===== src/rtl/ntt_butterfly_exec.sv =====
// Execution stage for the NTT address stream: reads u, v and twiddle, runs a 4-cycle
// Cooley-Tukey modular butterfly, writes u', v' back and flags read-after-write hazards.
module ntt_butterfly_exec #(
  parameter int N_LOG = 12,
  parameter int N = 4096,
  parameter int W = 32,
  parameter logic [W-1:0] Q = W'(998244353)
) (
  input  logic                 clk,
  input  logic                 rst,
  input  logic                 clr,
  input  logic                 in_valid,
  input  logic [N_LOG-1:0]     in_addr_u,
  input  logic [N_LOG-1:0]     in_addr_v,
  input  logic [N_LOG-1:0]     in_addr_w,
  input  logic                 in_done,
  output logic                 rd_en,
  output logic [N_LOG-1:0]     rd_addr_a,
  output logic [N_LOG-1:0]     rd_addr_b,
  output logic [N_LOG-1:0]     tw_addr,
  input  logic [W-1:0]         rd_data_a,
  input  logic [W-1:0]         rd_data_b,
  input  logic [W-1:0]         tw_data,
  output logic                 wr_en,
  output logic [N_LOG-1:0]     wr_addr_a,
  output logic [N_LOG-1:0]     wr_addr_b,
  output logic [W-1:0]         wr_data_a,
  output logic [W-1:0]         wr_data_b,
  output logic                 busy,
  output logic                 done_out,
  output logic [2*N_LOG-1:0]   op_count,
  output logic                 hazard_err
);

  localparam logic [N_LOG-1:0] ADDR_MASK = N_LOG'(N - 1);
  localparam logic [2*W-1:0]   Q_WIDE    = {{W{1'b0}}, Q};
  localparam logic [W:0]       Q_EXT     = {1'b0, Q};

  logic             v1, v2, v3;
  logic [N_LOG-1:0] a1_u, a1_v, a2_u, a2_v, a3_u, a3_v;
  logic [W-1:0]     u2, u3, t3;
  logic [2*W-1:0]   prod2;

  logic [2*W-1:0]   prod_next;
  logic [W-1:0]     t_next;
  logic [W:0]       sum;
  logic [W:0]       sum_red;
  logic [W-1:0]     u_out_next;
  logic [W-1:0]     v_out_next;
  logic             hazard_hit;

  function automatic logic addr_hit(input logic [N_LOG-1:0] a, input logic valid,
                                    input logic [N_LOG-1:0] x, input logic [N_LOG-1:0] y);
    return valid && ((a == x) || (a == y));
  endfunction

  assign rd_en     = in_valid;
  assign rd_addr_a = in_addr_u;
  assign rd_addr_b = in_addr_v;
  assign tw_addr   = in_addr_w;
  assign busy      = in_valid | v1 | v2 | v3 | wr_en;

  // Butterfly arithmetic; operands below Q keep both results below Q without a second correction
  always_comb begin
    prod_next  = {{W{1'b0}}, tw_data} * {{W{1'b0}}, rd_data_b};
    t_next     = W'(prod2 % Q_WIDE);
    sum        = {1'b0, u3} + {1'b0, t3};
    sum_red    = (sum >= Q_EXT) ? (sum - Q_EXT) : sum;
    u_out_next = W'(sum_red);
    v_out_next = (u3 < t3) ? (u3 - t3 + Q) : (u3 - t3);
  end

  // A new read that touches any address still in flight will see stale RAM contents
  always_comb begin
    hazard_hit = 1'b0;
    if (in_valid) begin
      hazard_hit = addr_hit(in_addr_u, v1, a1_u, a1_v)
                 | addr_hit(in_addr_v, v1, a1_u, a1_v)
                 | addr_hit(in_addr_u, v2, a2_u, a2_v)
                 | addr_hit(in_addr_v, v2, a2_u, a2_v)
                 | addr_hit(in_addr_u, v3, a3_u, a3_v)
                 | addr_hit(in_addr_v, v3, a3_u, a3_v)
                 | addr_hit(in_addr_u, wr_en, wr_addr_a, wr_addr_b)
                 | addr_hit(in_addr_v, wr_en, wr_addr_a, wr_addr_b);
    end
  end

  always_ff @(posedge clk or posedge rst) begin
    if (rst) begin
      v1         <= 1'b0;
      v2         <= 1'b0;
      v3         <= 1'b0;
      a1_u       <= '0;
      a1_v       <= '0;
      a2_u       <= '0;
      a2_v       <= '0;
      a3_u       <= '0;
      a3_v       <= '0;
      u2         <= '0;
      u3         <= '0;
      t3         <= '0;
      prod2      <= '0;
      wr_en      <= 1'b0;
      wr_addr_a  <= '0;
      wr_addr_b  <= '0;
      wr_data_a  <= '0;
      wr_data_b  <= '0;
      done_out   <= 1'b0;
      op_count   <= '0;
      hazard_err <= 1'b0;
    end else begin
      v1        <= in_valid;
      a1_u      <= in_addr_u & ADDR_MASK;
      a1_v      <= in_addr_v & ADDR_MASK;
      v2        <= v1;
      a2_u      <= a1_u;
      a2_v      <= a1_v;
      u2        <= rd_data_a;
      prod2     <= prod_next;
      v3        <= v2;
      a3_u      <= a2_u;
      a3_v      <= a2_v;
      u3        <= u2;
      t3        <= t_next;
      wr_en     <= v3;
      wr_addr_a <= a3_u;
      wr_addr_b <= a3_v;
      wr_data_a <= u_out_next;
      wr_data_b <= v_out_next;
      done_out  <= in_done & ~in_valid & ~v1 & ~v2 & ~v3;
      if (clr) begin
        op_count   <= '0;
        hazard_err <= 1'b0;
      end else begin
        if (wr_en)
          op_count <= op_count + (2*N_LOG)'(1);
        if (hazard_hit)
          hazard_err <= 1'b1;
      end
    end
  end

endmodule


===== config.mk =====
export PLATFORM = sky130hd
export DESIGN_NAME = ntt_butterfly_exec
export DESIGN_NICKNAME = d
export VERILOG_FILES = /design/src/rtl/ntt_butterfly_exec.sv
export SDC_FILE = /design/constraint.sdc
export NUM_CORES = 2
export LEC_CHECK = 0
export CAP_MARGIN = 15
export CORE_MARGIN = 1
export CORE_UTILIZATION = 50
export DETAILED_ROUTE_END_ITERATION = 12
export DONT_BUFFER_PORTS = 1
export PLACE_DENSITY = 0.62
export SLEW_MARGIN = 10
export SYNTH_ARGS = -nofsm -noshare
export SYNTH_HDL_FRONTEND = slang
export SYNTH_SLANG_ARGS = --single-unit

===== constraint.sdc =====
create_clock -name clk -period 62.7 [get_ports clk]
set_input_delay 18.81 -clock clk [delete_from_list [all_inputs] [get_ports clk]]
set_output_delay 18.81 -clock clk [all_outputs]
set_load 0.03 [all_outputs]

* Word level (Yosys, flattened, before mapping) *
Index checks and enable logic that the tools add are counted.

storage, ports and cells
  bits in registers = 350
  word-level logic and storage cells = 90

cells by class
  div/mod/pow operators = 1
  bitwise logic cells = 19
  reductions and logical operators = 18
  equal/unequal tests = 16
  multipliers = 1
  muxes and demuxes = 7
  $lt $le $gt $ge = 2
  add/sub/neg operators = 5

operators by type and width
  cell                                                                  number
  == test 12 bit                                                        16
  remainder unit 64 x 30 -> 64 bit (second input constant)              1
  multiplier 32 x 32 -> 64 bit                                          1
  two-way mux 32 bit                                                    2
  two-way mux 24 bit                                                    2
  adder 32 x 32 -> 33 bit                                               1
  greater-or-equal comparator 33 x 30 -> 1 bit (second input constant)  1
  adder 32 x 30 -> 32 bit (second input constant)                       1
  less-than comparator 32 bit                                           1
  subtractor 32 x 30 -> 32 bit (second input constant)                  1
  subtractor 32 bit                                                     1
  adder 24 x 1 -> 24 bit (second input constant)                        1
  OR 1 bit                                                              11
  logical AND 1 bit                                                     8
  logical OR 1 bit                                                      8
  bitwise AND 1 bit                                                     4
  NOT 1 bit                                                             4
  nonzero test 2 bit                                                    2
  two-way mux 1 bit                                                     3

* Depth between registers and ports, before layout *
  depth after elaboration = 13
  gate-level depth with buffers = 221

* Least setup slack after synthesis *
Ideal clock, no wire load.

  path type = reg2reg
  from = register prod2[38]
  to = register t3[27]
  required time = 62567 ps
  path slack = 11375 ps
  stages on the path, launching flop included = 185
  library setup time = 133 ps
  period minus slack after synthesis = 51325 ps
  arrival time = 51192 ps
  buffers on the path = 32
  cell sequence = dfrtp_1 -> or4_1 -> buf_6 -> or3_4 -> o311ai_1 -> buf_6 -> mux2i_1 -> mux2i_1 -> or4_4 -> a2111oi_4 -> o21bai_2 -> nor4b_2 -> nand4_1 -> o31a_1 -> or4b_1 -> nor3_4 -> nand2_1 -> and3_1 -> [... 149 more ...] -> buf_12 -> nor4_1 -> xnor2_1 -> nand4b_2 -> or4b_1 -> o2111ai_1 -> nor2_1 -> buf_4 -> xnor2_1 -> inv_1 -> ha_1 -> inv_1 -> a31oi_1 -> nand4_1 -> o311ai_2 -> buf_2 -> a22oi_1 -> xor2_1

on the way
  longest elaborated chain between the ends = 1

RTL lines
  item                              RTL line  source
  from (decl)                       42        logic [2*W-1:0] prod2;
  from (signal assigned)            119       prod2 <= prod_next;
  remainder unit 64 x 30 -> 64 bit  66        t_next = W'(prod2 % Q_WIDE);
  net t_next[27]                    45        logic [W-1:0] t_next;
  to (signal assigned)              124       t3 <= t_next;
  to (decl)                         41        logic [W-1:0] u2, u3, t3;

The timed path passes the listed nets, and every way through them passes these cells.
A chain may end at the register's enable or synchronous reset.

* Final worst setup path *
  from = register prod2[36]
  to = register t3[1]

Same word-level chain as after synthesis.

==> qor.csv <==
stage,metric,value,unit
worst_setup_path,arrival,60260,ps
worst_setup_path,path_delay_family,simple AND/OR/NAND/NOR gates,
timing,max_freq,16.76,MHz
worst_setup_path,r2r_start,prod2[36],
drt,ant_nets,0,
floorplanning,die_w,446.5,um
timing,finalHoldViolCount,0,
grt,grt_use_total,36.37,%
grt,grt_max_degree,149,
logic_synthesis,netlist_top_cells_area,"fa_1 (18%), dfrtp_1 (8.9%), xnor2_1 (8.4%)",
placement,place_hpwl,297.2,mm
cells_and_area,fillCellCount,18760,
run_status,status,"finished, final reports clean",
worst_setup_path,cp_data_required_time,63300,ps
drt,drt_iter0_markers,9403,
clock_tree,clock_latency,690,ps
worst_setup_path,cp-endpoint,t3[1],
timing,fin_skew,86.73,ps
logic_synthesis,ys_ff_latch,350,
logic_synthesis,syn_nets,13780,
cells_and_area,multi_input_area,0.08222,mm^2
placement,dpl_cell_area,0.1017,mm^2
floorplanning,ios,290,
worst_setup_path,cp_num_cells,174,
drt,drt_pass1_iterations,7,
worst_setup_path,cp-end-kind,flop,
floorplanning,fp.dieH,446.5,um
timing,finalCritPeriodShare,95.15,%
logic_synthesis,ys.flop_type,dfrtp_1,
clock_tree,clkSinkCount,350,
clock_tree,cts_root_buf,clkbuf_16,
logic_synthesis,syn_avg_cell_area,7.962,um^2
logic_synthesis,synth_enable_flop_cells,0,
clock_tree,cts_tree,yes,
floorplanning,initial_core_util,50.51,%
placement,gp_congestion,1.007,
logic_synthesis,synth-async-reset-ratio,100.0,%
timing,period_needed,59660,ps
drt,wl_per_cell,24.83,um
timing,slew_headroom,21.73,%
logic_synthesis,synth_top_area_share,18.20,%
floorplanning,die_area,0.1994,mm^2
timing,setup_viol,0,
worst_setup_path,reg2reg_slack,3040,ps
cells_and_area,final-seq-area,0.008758,mm^2
placement,portBuffers,0,
logic_synthesis,syn_inst,12410,
grt,antenna_found_initial,11,
hold_path,min_path_type,reg -> reg,
cells_and_area,fin_nets,13670,
worst_setup_path,reg2reg_depth,174,
drt,vias_per_cell,6.443,
drt,drc,0,
grt,grt_overflow_total,0,
logic_synthesis,synth-seq-area-share,8.866,%
worst_setup_path,start_kind,flop,
worst_setup_path,critPathKind,reg -> reg,
logic_synthesis,ys_types,201,
worst_setup_path,worstPathBufferInverterCount,22,
logic_synthesis,syn_area,0.09879,mm^2
grt,grt_pass1_wl,571.5,mm
worst_setup_path,regToRegEndpoint,t3[1],
cells_and_area,drive_gt1_share,10.65,%
cells_and_area,syn_to_final_growth,5.287,%
worst_setup_path,worst-path-max-fanout,44,
grt,first_global_vias,94700,
worst_setup_path,cp-startpoint,prod2[36],
timing,fin_tns_setup,0,ps
cells_and_area,final_cell_area,0.1040,mm^2
drt,num_vias,96370,
logic_synthesis,synth_largest_area_cell,fa_1,
timing,slew_violations,0,
worst_setup_path,slowest_stage,o31ai_2,
floorplanning,rows,162,
timing,worst_pin_slew,1159,ps
floorplanning,coreArea,0.1956,mm^2
drt,postRouteWirelength,371.4,mm
worst_setup_path,cpMostUsedCell,buf_4,
clock_tree,clk_pin_slew_worst_paths,60,ps
clock_tree,cts_buffers,42,
worst_setup_path,cpPeakStageDelay,780,ps
logic_synthesis,synth_warnings,0,
clock_tree,cts_max_level,2,
clock_tree,clockBufferDepth,3,
job,cap_viol_max_count,0,
clock_tree,cts-hold-fix-buffers,0,
per-stage QoR:
stage | std cells | hold WS [ps] | utilization, % | setup WS [ps]
detailed placement | 14840 | 334.7 | 51.98 | -298.8
CTS | 14920 | 312.8 | 52.75 | 107.1
finish | 14960 | 310.7 | 53.18 | 3042
global route | 14950 | 303.6 | 53.17 | -110.4
global placement | 14840 | 331.7 | 51.98 | 914.0
floorplan | 12410 | 331.2 | - | 11380
cell usage after synthesis, types with 325 or more instances:
library cell and instances:
nand2_1 1470, inv_1 1230, xnor2_1 942, fa_1 898
nor2_1 846, a21oi_1 478, nor3_1 379, and2_1 360
dfrtp_1 350, nand3_1 348, xor2_1 339, ha_1 335
clkbuf_1 325
cell usage in the layout (no fill, tap or decap), types with 72 or more instances in the layout:
| cell type | n |
|---|---|
| and2_1 | 360 |
| nand3_1 | 348 |
| nor2_1 | 842 |
| nand2b_1 | 86 |
| nand2_1 | 1470 |
| o21ai_0 | 220 |
| nand4_1 | 220 |
| a31oi_1 | 104 |
| fa_1 | 898 |
| or3_1 | 131 |
| o211ai_1 | 85 |
| o21ai_1 | 79 |
| buf_4 | 458 |
| and3_1 | 135 |
| inv_1 | 1229 |
| ha_1 | 335 |
| a211oi_1 | 144 |
| o31ai_1 | 92 |
| a21oi_1 | 476 |
| or4_1 | 82 |
| xor2_1 | 335 |
| nor4_1 | 173 |
| o21bai_1 | 122 |
| dfrtp_1 | 350 |
| nor3_1 | 375 |
| o21a_1 | 72 |
| xnor2_1 | 934 |
kinds of logic (layout without fill, tap and decap cells):
kind of cell | after synthesis | after routing | share of synthesized area, %
and+or+nand+nor | 4972 | 4973 | 26.79
AOI/OAI and AO/OA | 2546 | 2546 | 20.08
buffers and inverters | 1860 | 1781 | 8.473
xor gates and xnor gates | 1316 | 1316 | 11.94
adders and majority gates | 1261 | 1261 | 22.73
DFF | 350 | 350 | 8.866
muxes | 103 | 103 | 1.121
other | 0 | 3 | 0
routing by layer:
metal / global-route usage (%) / vias up / part of all wire, %
li1: - / 43320 / -
met1: 48.43 / 47720 / 42
met2: 59.67 / 4519 / 46
met3: 5.961 / 804 / 8.1
met4: 12.07 / 4 / 3.7
met5: 0 / - / 0.0083
layout make-up:
type	instances	area share, %
Multi-Input combinational cell	10200	79.05
Sequential cell	350	8.421
Inverter	1240	4.485
Timing Repair Buffer	467	3.467
Tap cell	2624	3.157
Clock buffer	51	1.081
Clock inverter	23	0.3320
Antenna cell	3	0.007218
repair_timing:
| item | 4_1_cts | 5_1_grt |
|---|---|---|
| setup buffers | 2 | 36 |
| resized for setup | 3 | 89 |
| cloned | 0 | 1 |
| endpoints found under the setup margin | 32 | 32 |
| pin swaps | 1 | 19 |
worst reg2reg max path, delay by kind of cell (launching register included):
family / cells / cell delay, ps
simple gates: 73 / 27110
compound gates: 66 / 22990
buf+inv: 22 / 5180
xor+xnor: 7 / 2140
mux: 6 / 1680
flops: 1 / 440
how the worst min path moves through the flow:
stage                start  endpoint  cells after the start
floorplan            u2[0]     u3[0]                      0
global placement    u2[16]    u3[16]                      0
detailed placement   u2[1]     u3[1]                      0
CTS                 u2[29]    u3[29]                      0
global route        u2[29]    u3[29]                      0
finish              u2[27]    u3[27]                      0
sequential cells by signal (all words and copies together), names as in the netlist, 24 cells and up:
| signal | count |
|---|---|
| wr_data_b | 32 |
| wr_data_a | 32 |
| u3 | 32 |
| prod2 | 64 |
| t3 | 32 |
| u2 | 32 |
| op_count | 24 |
Power is left out: the tool's default activity adds up to more than one toggle a clock period on the data nets, which glitch-free logic cannot reach.
